## src/rtl/cpu_types_pkg.sv

```systemverilog
// Shared pipeline control types: sequencer state and per-latch enable/flush pair.
package cpu_types_pkg;

  typedef enum logic [1:0] {
    RUN    = 2'd0,
    DRAIN  = 2'd1,
    HALTED = 2'd2
  } pipe_state_t;

  typedef struct packed {
    logic en;
    logic flush;
  } latch_ctrl_t;

endpackage

```

## src/rtl/sat_counter.sv

```systemverilog
// Performance counter that stops at all-ones instead of wrapping.
module sat_counter #(
  parameter int CNT_W = 32
) (
  input  logic             CLK,
  input  logic             nRST,
  input  logic             inc,
  output logic [CNT_W-1:0] cnt
);

  always_ff @(posedge CLK or negedge nRST) begin
    if (!nRST) begin
      cnt <= '0;
    end else if (inc && (cnt != {CNT_W{1'b1}})) begin
      cnt <= cnt + 1'b1;
    end
  end

endmodule

```

## src/rtl/pipeline_ctrl.sv

```systemverilog
// Stall/flush sequencer for the 5-stage pipeline with halt-drain FSM and perf counters.
// Latch controls are Mealy outputs; reset forces them to their idle values immediately.
module pipeline_ctrl
  import cpu_types_pkg::*;
#(
  parameter int CNT_W = 32,
  parameter int REG_W = 5
) (
  input  logic             CLK,
  input  logic             nRST,
  input  logic             ihit,
  input  logic             dhit,
  input  logic             mem_dREN,
  input  logic             mem_dWEN,
  input  logic             mem_redirect,
  input  logic             ex_dREN,
  input  logic [REG_W-1:0] ex_wsel,
  input  logic [REG_W-1:0] id_rs,
  input  logic [REG_W-1:0] id_rt,
  input  logic             id_uses_rt,
  input  logic             id_halt,
  input  logic             wb_halt,
  output logic             pc_en,
  output logic             fl_en,
  output logic             fl_flush,
  output logic             dl_en,
  output logic             dl_flush,
  output logic             xl_en,
  output logic             xl_flush,
  output logic             ml_en,
  output logic             ml_flush,
  output logic             halted,
  output logic [CNT_W-1:0] cyc_cnt,
  output logic [CNT_W-1:0] stall_cnt,
  output logic [CNT_W-1:0] flush_cnt
);

  pipe_state_t state, next_state;
  latch_ctrl_t fl, dl, xl, ml;
  logic        pc_en_c;
  logic        dstall, load_use;
  logic        stall_inc, flush_inc, cyc_inc;

  assign dstall   = (mem_dREN | mem_dWEN) & ~dhit;
  assign load_use = ex_dREN && (ex_wsel != '0) &&
                    ((ex_wsel == id_rs) || (id_uses_rt && (ex_wsel == id_rt)));

  always_ff @(posedge CLK or negedge nRST) begin
    if (!nRST) begin
      state <= RUN;
    end else begin
      state <= next_state;
    end
  end

  always_comb begin
    next_state = state;
    pc_en_c    = 1'b1;
    fl         = '{en: 1'b1, flush: 1'b0};
    dl         = '{en: 1'b1, flush: 1'b0};
    xl         = '{en: 1'b1, flush: 1'b0};
    ml         = '{en: 1'b1, flush: 1'b0};
    stall_inc  = 1'b0;
    flush_inc  = 1'b0;
    cyc_inc    = 1'b0;

    if (nRST) begin
      unique case (state)
        RUN, DRAIN: begin
          cyc_inc = 1'b1;
          // EX/MEM is frozen during a data stall, so a pending redirect waits behind it
          if (dstall) begin
            pc_en_c   = 1'b0;
            fl.en     = 1'b0;
            dl.en     = 1'b0;
            xl.en     = 1'b0;
            ml.flush  = 1'b1;
            stall_inc = 1'b1;
          end else if (mem_redirect) begin
            pc_en_c   = 1'b1;
            fl.flush  = 1'b1;
            dl.flush  = 1'b1;
            xl.flush  = 1'b1;
            flush_inc = 1'b1;
          end else if (load_use) begin
            pc_en_c   = 1'b0;
            fl.en     = 1'b0;
            dl.flush  = 1'b1;
            stall_inc = 1'b1;
          end else if (!ihit) begin
            pc_en_c   = 1'b0;
            fl.flush  = 1'b1;
            stall_inc = 1'b1;
          end

          if (state == RUN) begin
            if (id_halt && !dstall && !mem_redirect && !load_use) begin
              next_state = DRAIN;
              pc_en_c    = 1'b0;
              fl.flush   = 1'b1;
            end
          end else begin
            // A redirect in DRAIN squashes the younger halt and resumes fetching
            if (!flush_inc) begin
              pc_en_c  = 1'b0;
              fl.flush = 1'b1;
            end
            if (wb_halt) begin
              next_state = HALTED;
            end else if (flush_inc) begin
              next_state = RUN;
            end
          end
        end
        HALTED: begin
          pc_en_c = 1'b0;
          fl      = '{en: 1'b0, flush: 1'b0};
          dl      = '{en: 1'b0, flush: 1'b0};
          xl      = '{en: 1'b0, flush: 1'b0};
          ml      = '{en: 1'b0, flush: 1'b0};
        end
        default: next_state = RUN;
      endcase
    end
  end

  assign pc_en    = pc_en_c;
  assign fl_en    = fl.en;
  assign fl_flush = fl.flush;
  assign dl_en    = dl.en;
  assign dl_flush = dl.flush;
  assign xl_en    = xl.en;
  assign xl_flush = xl.flush;
  assign ml_en    = ml.en;
  assign ml_flush = ml.flush;
  assign halted   = (state == HALTED);

  sat_counter #(.CNT_W(CNT_W)) u_cyc_cnt (
    .CLK  (CLK),
    .nRST (nRST),
    .inc  (cyc_inc),
    .cnt  (cyc_cnt)
  );

  sat_counter #(.CNT_W(CNT_W)) u_stall_cnt (
    .CLK  (CLK),
    .nRST (nRST),
    .inc  (stall_inc),
    .cnt  (stall_cnt)
  );

  sat_counter #(.CNT_W(CNT_W)) u_flush_cnt (
    .CLK  (CLK),
    .nRST (nRST),
    .inc  (flush_inc),
    .cnt  (flush_cnt)
  );

endmodule

```

## config.mk

```make
export PLATFORM = sky130hd
export DESIGN_NAME = pipeline_ctrl
export DESIGN_NICKNAME = d
export VERILOG_FILES = /design/src/rtl/cpu_types_pkg.sv /design/src/rtl/sat_counter.sv /design/src/rtl/pipeline_ctrl.sv
export SDC_FILE = /design/constraint.sdc
export NUM_CORES = 1
export LEC_CHECK = 0
export ABC_AREA = 1
export BUFFER_PORTS_ARGS = -buffer_cell sky130_fd_sc_hd__buf_4
export CORE_ASPECT_RATIO = 1.5
export CORE_MARGIN = 2
export CORE_UTILIZATION = 42
export DETAILED_ROUTE_END_ITERATION = 6
export MAX_ROUTING_LAYER = met4
export PLACE_DENSITY = 0.72
export SETUP_SLACK_MARGIN = 0.3
export SKIP_CTS_REPAIR_TIMING = 1
export SLEW_MARGIN = 40
export SYNTH_ARGS = -nofsm -noshare
export SYNTH_HDL_FRONTEND = slang
export SYNTH_SLANG_ARGS = --single-unit
export TNS_END_PERCENT = 10
```

## constraint.sdc

```tcl
create_clock -name CLK -period 2.7 [get_ports CLK]
set_clock_uncertainty 0.05 [all_clocks]
set_input_delay 0.27 -clock CLK [delete_from_list [all_inputs] [get_ports CLK]]
set_output_delay 0.27 -clock CLK [all_outputs]
set_load 0.01 [all_outputs]
```

Word-level counts from Yosys, hierarchy flattened. Cells that the tools add are included.

$mul: 0. Divide/modulo/power cells: 0. Shift-type cells: 0. Muxes and demuxes: 51. $lt $le $gt $ge: 0. Bitwise operators: 4. Add/subtract/negate cells: 3. Reductions and logical operators: 17. Equal/unequal tests: 9.

Operators with widths (count): 32-bit by 1-bit adder with 32-bit output (second input constant) (3); 32-bit inequality test (second input constant) (3); 1-bit 2-to-1 mux (38); 2-bit 2-to-1 mux (8); 2-bit case mux with 2 select lines (4); 5-bit == test (2); 1-bit logical AND (9); 5-bit nonzero test (1); 4-bit inequality test (second input constant) (1); 4-bit AND reduction (1); 1-bit logical NOT (3); 3-bit inequality test (second input constant) (1); 2-bit by 1-bit == test with 1-bit output (second input constant) (1); 2-bit == test (second input constant) (1); 2-bit logical NOT (1); 1-bit NOT (2); 1-bit case mux with 2 select lines (1); 2-bit OR reduction (1); 1-bit bitwise AND (1); 1-bit logical OR (1); 1-bit OR (1).

Bits in latches: 0. RAM bits: 0. Flip-flop bits (word level): 98. Input bits: 26. Memories kept: 0. Bits in read-only memories: 0. Output and inout bits: 106.

Logic depth before layout (Yosys ltp). Gate-level depths: netlist (run 1).

Word-level depth: 11. Gate-level depth with buffers: 12. Gate-level depth less buffers: 11.

Hierarchy. A second synthesis (run 1) with hierarchy kept.

Cell total of the unflattened synthesis: 1097. Area, all modules: 7000.5 um2.

By module, submodules not included: sat_counter (u_cyc_cnt ...) (area an instance 2190.9 um2, times used 2, cells an instance 333); sat_counter (u_stall_cnt) (area an instance 2108.3 um2, times used 1, cells an instance 321); pipeline_ctrl (area an instance 510.5 um2, times used 1, cells an instance 110).

Worst setup path before layout (run 1). OpenSTA, ideal clock, no wires.

Path type: register to register. Start point: register u_stall_cnt.cnt[0]. End point: register u_stall_cnt.cnt[13]. Library setup time: 117 ps. Slack: 859 ps. Clock period less this slack: 1841 ps. Cell stages (with the launch flop): 12. Data arrival time: 1674 ps. Path buffers: 1. Path through: dfrtp_1 ha_1 nand3_2 nor2_4 inv_2 nor2_4 nand4_2 nand2_2 inv_4 buf_4 nand3_1 nand2_1.

Cells in the longest elaborated chain, start to end: 2. Elaborated cells on any way between the ends: 3.

Ends and longest elaborated chain: from (decl) (RTL line sat_counter.sv:8) `output logic [CNT_W-1:0] cnt`; from (signal assigned) (RTL line sat_counter.sv:15) `cnt <= cnt + 1'b1;`; branches (longest 2 deep; another with 32-bit by 1-bit adder with 32-bit output).

Several ways; the timed one is not identified. A chain may end at the register's enable or synchronous reset.

Worst setup path after layout (run 1).
Start point: register u_cyc_cnt.cnt[0]. End point: register u_cyc_cnt.cnt[10].

Cells in the longest elaborated chain, start to end: 2. Elaborated cells on any way between the ends: 3.

Ends and longest elaborated chain (RTL line): from (decl) (sat_counter.sv:8); from (signal assigned) (sat_counter.sv:15); branches (longest 2 deep; another with 32-bit by 1-bit adder with 32-bit output).

Several ways; the timed one is not identified.

==> results, run 1 <==
- In the final routed layout, each cell accounts on average for 14.7 um.
- The max capacitance violation total is 0.
- Setup repair after global routing could not meet its margin everywhere.
- In this run, synthesis produced a sequential element count of 98.
- The number of non-filler instances in the completed layout is 1333.
- The clock insertion delay at the later pin of the skew report is 350 ps.
- The worst reg2reg path depth is 10.
- In the finished design, the share of the clock period the worst path needs comes to 81.5%.
- The final count of negative-setup-slack endpoints is 0.
- In the final timing run, aggregate negative setup slack is 0 ps.
- The total overflow left after global routing is 0.
- The layout overhead on the synthesized area is 21.6%.
- The die extent in x is 107 um.
- The cell area that synthesis handed to floorplanning was 6630 um2.
- By startpoint and endpoint, the worst setup path is classified as flop to flop.
- The critical path data required time is 2890 ps.
- The wire length of the first global-routing pass is 31.5 mm.
- The run finished, with violations left.
- The via count of the first global-routing pass is 6382.
- The tree is rooted in a sky130_fd_sc_hd__clkbuf_16.
- Counting every instance in the synthesized netlist gives 993.
- In this run the tool buffered the top-level ports with 131 buffer cells.
- The layout cell share with drive strength beyond 1 is 15.4%.
- In this run the critical register-to-register path is captured at u_cyc_cnt.cnt[10].
- The number of DRC markers in iteration 0 is 308.
- The initial antenna violation count came to 0.
- At the end of the flow, the number of nets in the layout was 1155.
- The largest vdd supply drop is 0.339 mV.
- Along the worst path, the maximum fanout reaches 27.
- The ratio of routed vias to standard cells is 5.00.
- The data arrival time of the critical path is 2390 ps.
- The last weighted congestion value of the routability-driven placer is 1.05.
- The max-slew violation count came to 0.
- The H-tree was split into 3 levels.
- Counting tap cells, the placed design contains a total of 1318 instances.
- Of all cell types, the one taking the most synthesized area is sky130_fd_sc_hd__dfrtp_1.
- The total routing resource utilization after global routing is 24.4%.
- The clock-pin slew on the worst setup and hold paths is 70 ps.
- The number of buffers on the longest clock path is 2.
- CTS saw 98 sinks.
- The number of nets handed over by synthesis was 1022.
- For this design the static power due to leakage is 4.05 nW.
- The first detailed-routing pass ran for 7 iterations.
- The initial cell density of the core is 42.6%.
- For this run, design rule violations remaining after detail routing come to 0.
- The most frequent standard cell in the layout excluding fill and tap cells is sky130_fd_sc_hd__nand2_1.
- 132 I/O pins were placed.
- The worst-margin pin slew is 710 ps.
- In the post-synthesis netlist, the biggest area contributors are sky130_fd_sc_hd__dfrtp_1 (37%), sky130_fd_sc_hd__nand2_1 (23%), sky130_fd_sc_hd__xor2_1 (7.5%).
- Subtracting the final worst setup slack from the clock period gives 2200 ps.
- Entering global routing, the biggest net connects 57 pins.
- The count of unique library cells instantiated by Yosys is 32.
- The remaining max-slew budget at the tightest pin is 52.7%.
- The final route contains 6662 vias.
- The final reports fail on negative hold slack.
- The post-route antenna net violation count is 0.
- The startpoint class of the critical path is a flop.
- The startpoint identified for the worst register-to-register timing path is u_cyc_cnt.cnt[0].
- The cell row count is 56.
- The tightest min-delay check is of the input port to async pin type.
- Leaving out fill and tap cells, the most frequent cells in the layout are sky130_fd_sc_hd__nand2_1 (407), sky130_fd_sc_hd__buf_4 (140), sky130_fd_sc_hd__nor2_1 (132), sky130_fd_sc_hd__dfrtp_1 (98), sky130_fd_sc_hd__inv_1 (86).
- The power per standard cell area is 574 nW/um2.
- The setup slack on the worst flop-to-flop path is 500 ps.
- The number of warnings reported in the yosys synthesis log is 0.
- Measured along the y axis, the die boundary spans 158 um.
- The number of CTS-inserted buffers is 9.
- A synthesized cell averages 6.67 um2.
- After synthesis, flip-flops and latches occupy 37.0% of the total area.
- The clock tree from TritonCTS is done.
- The area fraction of the dominant cell type after synthesis is 37.0%.
- The placed wire-length estimate is 15.4 mm.
- The hold slack is -8.33 ps.
- The count of endpoints failing hold in the final timing report came to 17.
- The die covers 16800 um2.
- The total length of routed wires is 19.6 mm.
- Measured on the finished design, the core utilization comes to 51.8%.
- 0 antenna diodes ended up in the layout.
- Timing would allow up to 455 MHz.
- The core area is 15600 um2.
- The critical path capture point type is a flop.
[cell usage after synthesis, drive strengths merged]
| library cell | number |
|---|---|
| nand3b | 12 |
| nor2 | 137 |
| nand2 | 413 |
| nand3 | 64 |
| buf | 19 |
| ha | 3 |
| o21ai | 31 |
| nor3 | 36 |
| dfrtp | 98 |
| a21oi | 3 |
| xnor2 | 13 |
| nor4 | 1 |
| a21boi | 1 |
| inv | 89 |
| nor3b | 1 |
| xor2 | 57 |
| nand4 | 13 |
| o21bai | 2 |
[flip-flops by register name (all words and copies together) (netlist names)]
| signal | cells |
|---|---|
| u_stall_cnt.cnt | 32 |
| state | 2 |
| u_flush_cnt.cnt | 32 |
| u_cyc_cnt.cnt | 32 |
[critical path, stage by stage, from the launching register on]
cell and delay (ps):
sky130_fd_sc_hd__dfrtp_1 420, sky130_fd_sc_hd__ha_1 240, sky130_fd_sc_hd__nand3_1 190, sky130_fd_sc_hd__inv_1 100, sky130_fd_sc_hd__nand2_2 110, sky130_fd_sc_hd__nor2_1 100, sky130_fd_sc_hd__a21oi_2 460, sky130_fd_sc_hd__buf_12 240
sky130_fd_sc_hd__nand2_1 70, sky130_fd_sc_hd__nand2_1 60, sky130_fd_sc_hd__nand2_1 40
[how the worst max path moves through the flow]
stage,start,end
after detailed placement,u_cyc_cnt.cnt[0],u_cyc_cnt.cnt[18]
final,u_cyc_cnt.cnt[0],u_cyc_cnt.cnt[10]
after CTS,u_cyc_cnt.cnt[0],u_cyc_cnt.cnt[10]
after global routing,u_cyc_cnt.cnt[0],u_cyc_cnt.cnt[10]
after global placement,u_cyc_cnt.cnt[0],u_cyc_cnt.cnt[18]
after floorplan,u_stall_cnt.cnt[0],u_stall_cnt.cnt[13]
[per-stage QoR]
step | instance area (um2) | setup slack (ps) | hold slack, ps | power [mW]
3_3_place_gp | 7780 | 569 | 368 | 3.40
2_1_floorplan | 6630 | 859 | -75.6 | 2.78
4_1_cts | 8050 | 495 | 12.9 | 4.65
6_report | 8060 | 500 | -8.33 | 4.62
5_1_grt | 8060 | 263 | 53.4 | 4.91
3_5_place_dp | 7780 | 519 | 380 | 3.43
[logic make-up (layout without fill, tap and decap cells)]
family	count (synthesis)	after routing	synth area share [%]
compound gates	37	37	2.96
xor+xnor	70	70	9.25
fa+ha+maj	3	3	0.567
buf+inv	108	245	7.59
flops	98	98	37.0
simple gates	677	677	42.6
[power by group]
part	total, mW	internal [mW]	switching (mW)
Clock	1.22	0.646	0.573
Sequential	2.00	1.68	0.319
Combinational	1.41	0.579	0.828
[routing by layer]
metal | global-route usage (%) | routed length (um) | up-vias
li1 | - | - | 3356
met5 | - | 0 | -
met4 | 11.6 | 808 | 0
met2 | 43.7 | 10200 | 204
met3 | 3.50 | 879 | 51
met1 | 26.5 | 7690 | 3051
[final cells by class]
| class | count | area, um2 |
|---|---|---|
| clock inverter | 4 | 26.3 |
| multi-input combinational | 787 | 3670 |
| clock buffer | 11 | 243 |
| sequential | 98 | 2450 |
| tap | 203 | 254 |
| fill | 1633 | 7500 |
| inverter | 89 | 337 |
| timing repair buffer | 141 | 1070 |
Power figures use the tool's default switching activity.
==> run 2: changes to the inputs <==
--- a/config.mk
+++ b/config.mk
@@ -5,14 +5,14 @@
 export SDC_FILE = /design/constraint.sdc
 export NUM_CORES = 1
 export LEC_CHECK = 0
-export ABC_AREA = 1
+export ABC_AREA = 0
 export BUFFER_PORTS_ARGS = -buffer_cell sky130_fd_sc_hd__buf_4
 export CORE_ASPECT_RATIO = 1.5
 export CORE_MARGIN = 2
 export CORE_UTILIZATION = 42
 export DETAILED_ROUTE_END_ITERATION = 6
 export MAX_ROUTING_LAYER = met4
-export PLACE_DENSITY = 0.72
+export PLACE_DENSITY = 0.74
 export SETUP_SLACK_MARGIN = 0.3
 export SKIP_CTS_REPAIR_TIMING = 1
 export SLEW_MARGIN = 40
==> constraint.sdc (replaced) <==
create_clock -name CLK -period 2.1 [get_ports CLK]
set_clock_uncertainty 0.05 [all_clocks]
set_input_delay 0.21 -clock CLK [delete_from_list [all_inputs] [get_ports CLK]]
set_output_delay 0.21 -clock CLK [all_outputs]
set_load 0.01 [all_outputs]
==> results, run 2 <==
- The critical path data required time is 1840 ps (-1050 ps).
- The via count of the first global-routing pass is 4052 (-37%).
- The total routing resource utilization after global routing is 20.3% (-4.1 points).
- The number of instances in the synthesized netlist is 463 (-53%).
- The startpoint class of the critical path is an input port.
- The number of top-level design ports is 132 (unchanged).
- The ratio of routed vias to standard cells was 5.25 (+5.1%).
- The final worst slack is 32.5 ps (-468 ps).
- The core area is 11400 um2 (-27%).
- Among all flip-flop cells after synthesis, the most frequent one is sky130_fd_sc_hd__dfrtp_1.
- The maximum level of the CTS H-tree is 3 (unchanged).
- The power per standard cell area is 737 nW/um2 (+29%).
- The CTS root buffer is sky130_fd_sc_hd__clkbuf_16.
- The hold slack is 0.680 ps (+9.01 ps).
- The biggest area contributor in the post-synthesis netlist is sky130_fd_sc_hd__dfrtp_1.
- The post-synthesis net count is 492 (-52%).
- The number of register bits inferred by synthesis came to 98 (unchanged).
- The leakage component of the power is 3.31 nW (-18%).
- The critical path goes through buf_6, buf_6, xor2_1, nor4_1, and3_1, o221ai_4, nor2b_4, and4_1, o21ai_1, buf_4.
- The final count of negative-setup-slack endpoints came to 0 (unchanged).
- The initial antenna violation count is 0 (unchanged).
- Signal routing reaches up to met4.
- The area fraction of the dominant cell type after synthesis is 50.2% (+13 points).
- The number of DRC markers in iteration 0 is 148 (-52%).
- The layout overhead on the synthesized area is 41.3%.
- The post-route antenna net violation count was 0 (unchanged).
- The routed length per instance is 15.6 um (+6.3%).
- The top fanout value on the critical path is 4 (-85%).
- The largest vdd supply drop is 0.418 mV (+23%).
- The count of unique library cells instantiated by Yosys is 46 (+44%).
- The number of synthesized flops with an enable pin is 0 (unchanged).
- The max-slew violation count is 0 (unchanged).
- The post-synthesis async set-or-reset flop share is 100% (unchanged).
- The number of input and output port buffers inserted is 131 (unchanged).
- The most frequent standard cell in the layout excluding fill and tap cells is sky130_fd_sc_hd__buf_4.
- The remaining max-slew budget at the tightest pin is 53.2% (+0.50 points).
- The most common cell in the synthesized netlist is sky130_fd_sc_hd__dfrtp_1.
- The layout cell share with drive strength beyond 1 is 37.3% (+22 points).
- The number of clock sinks came to 98 (unchanged).
- The number of warnings reported in the yosys synthesis log is 0 (unchanged).
- The worst setup slack after placement is -111 ps (-630 ps).
- The routed design could run at a clock period as short as 2070 ps.
- The data arrival time of the critical path is 1810 ps (-580 ps).
- The total congestion overflow after global routing is 0 (unchanged).
- The count of endpoints failing hold in the final timing report is 0 (-17).
- The class of the tightest hold or removal check is input port to async pin.
- The full die area is 12500 um2 (-25%).
- Among all stages on the critical path, the largest delay is contributed by sky130_fd_sc_hd__and3_1.
- The number of CTS-inserted buffers is 9 (unchanged).
- The routed length on met3 is 485 um (-45%).
- The number of buffers on the longest clock path was 2 (unchanged).
- The clock insertion delay at the later pin of the skew report is 340 ps (about the same).
- Setup repair after global routing could not meet its margin everywhere.
- The largest registers in the layout are u_cyc_cnt.cnt: 32 flops, u_flush_cnt.cnt: 32 flops, u_stall_cnt.cnt: 32 flops.
- The sum of met2 wire segment lengths after detailed routing is 6.59 mm (-36%).
- The worst-margin pin slew is 703 ps (-7.53 ps).
- The maximum number of pins on one net before global-route repair is 57 (unchanged).
- The critical path is of the input port to primary output type.
- The net count of the finished layout was 670 (-42%).
- The register area share after synthesis came to 50.2% (+13 points).
- The die outline height was 136 um (-14%).
- The initial cell density of the core is 42.8% (+0.24 points).
- The run finished with clean final reports.
- The total DRC errors in the routed layout came to 0 (unchanged).
- The total length of routed wires is 12.4 mm (-37%).
- The max capacitance violation total is 0 (unchanged).
- The die extent in x is 92.1 um (-14%).
- The critical path capture point type is a primary output.
- Sorting the synthesized cells by area gives the leading types as sky130_fd_sc_hd__dfrtp_1 (50%), sky130_fd_sc_hd__xnor2_1 (14%), sky130_fd_sc_hd__nand4_1 (4.5%).
- In the layout the commonest cells are sky130_fd_sc_hd__buf_4 (168), sky130_fd_sc_hd__dfrtp_1 (94), sky130_fd_sc_hd__xnor2_1 (78), sky130_fd_sc_hd__nand2_1 (44), sky130_fd_sc_hd__nand3_1 (40).
- The length of routed wiring on met1 is 5.12 mm (-33%).
- The placed wire-length estimate is 9.16 mm (-40%).
- TritonCTS built the clock tree.
- The critical path's largest stage delay is 260 ps (-200 ps).
- The combined area of all synthesized cells is 4890 um2 (-26%).
- The wire length of the first global-routing pass is 19.8 mm (-37%).
- The most prevalent standard cell on the critical path is sky130_fd_sc_hd__buf_6.
- The number of diodes added for antenna fixing is 0 (unchanged).
- Counting instances in the post-synthesis netlist gives the leading cell types as sky130_fd_sc_hd__dfrtp_1 (98), sky130_fd_sc_hd__xnor2_1 (80), sky130_fd_sc_hd__nand2_1 (45).
- The total negative slack for setup checks is 0 ps (unchanged).
- The final period utilization is 98.5%.
- The average size of a mapped cell was 10.6 um2 (+58%).
- The detailed-routing iteration count for the pre-antenna-repair pass is 4 (-3).
- The last weighted congestion value of the routability-driven placer is 0.850 (-19%).
- The cell row count is 48 (-14%).
- The total via count in the routed design is 4181 (-37%).
- The overall power after layout is 5.09 mW (+10%).
- The clock-pin slew on the worst setup and hold paths is 60 ps (about the same).
- Static timing analysis puts the maximum clock frequency at 484 MHz.
==> run 2: cell types whose count changed in the layout (fill, tap and decap cells not counted), sizes merged, moves of 34 or more <==
cell   delta
xnor2    +67
nand2   -367
buf      +34
xor2     -34
inv      -81
nor2    -109
==> run 2: logic make-up after synthesis <==
| group | after synthesis | share of synthesized area, % |
|---|---|---|
| xor+xnor | 103 | 18.5 |
| flops | 98 | 50.2 |
| buf+inv | 17 | 1.64 |
| compound gates | 21 | 3.71 |
| simple gates | 218 | 24.6 |
| mux | 3 | 0.691 |
| fa+ha+maj | 3 | 0.768 |
==> run 2: final cells by class <==
| class | count | area (um2) |
|---|---|---|
| well taps | 150 | 188 |
| clock inverters | 5 | 37.5 |
| flip-flops and latches | 98 | 2460 |
| repair buffers | 176 | 1360 |
| inverters | 8 | 30.0 |
| multi-input cells | 348 | 2580 |
| fillers | 974 | 4500 |
| clock buffers | 11 | 253 |
==> run 2: path summary, 6_finish.rpt <==
kind / from / endpoint / slack, ps / cells past startpoint
max: ex_wsel[2] / pc_en / 30 / 10
min: nRST / state[0] / 0.7 / 2
max reg2reg: u_cyc_cnt.cnt[23] / u_cyc_cnt.cnt[16] / 140 / 7
min reg2reg: u_stall_cnt.cnt[20] / u_stall_cnt.cnt[20] / 440 / 1
max in group asynchronous: nRST / u_flush_cnt.cnt[1] / 1440 / 2
min in group CLK: wb_halt / state[1] / 100 / 3
==> run 2: metrics by stage <==
stage                     instances  instance area (um2)  utilization (%)
after detailed placement        766                 6330             55.5
final                           796                 6910             60.5
after floorplan                 463                 4970                -
after global placement          766                 6330             55.5
after global routing            796                 6910             60.5
after CTS                       782                 6630             58.1
==> run 2: worst max-delay path, delay by kind of cell <==
kind	cells	cell delay, ps
xor gates and xnor gates	1	130
AOI/OAI and AO/OA	2	280
and+or+nand+nor	4	830
buffers and inverters	3	340
==> run 2: power breakdown <==
part | switching, mW | internal, mW | leakage [nW] | total [mW]
combinational | 0.585 | 0.621 | 1.85 | 1.21
sequential | 0.255 | 2.06 | 1.32 | 2.31
clock | 0.699 | 0.872 | 0.138 | 1.57
total | 1.54 | 3.55 | 3.31 | 5.09
==> run 2: routing by layer <==
layer	global-route usage (%)	vias to the layer above
li1	-	1990
met4	8.21	0
met3	3.22	20
met2	33.9	123
met1	24.7	2048
met5	-	-
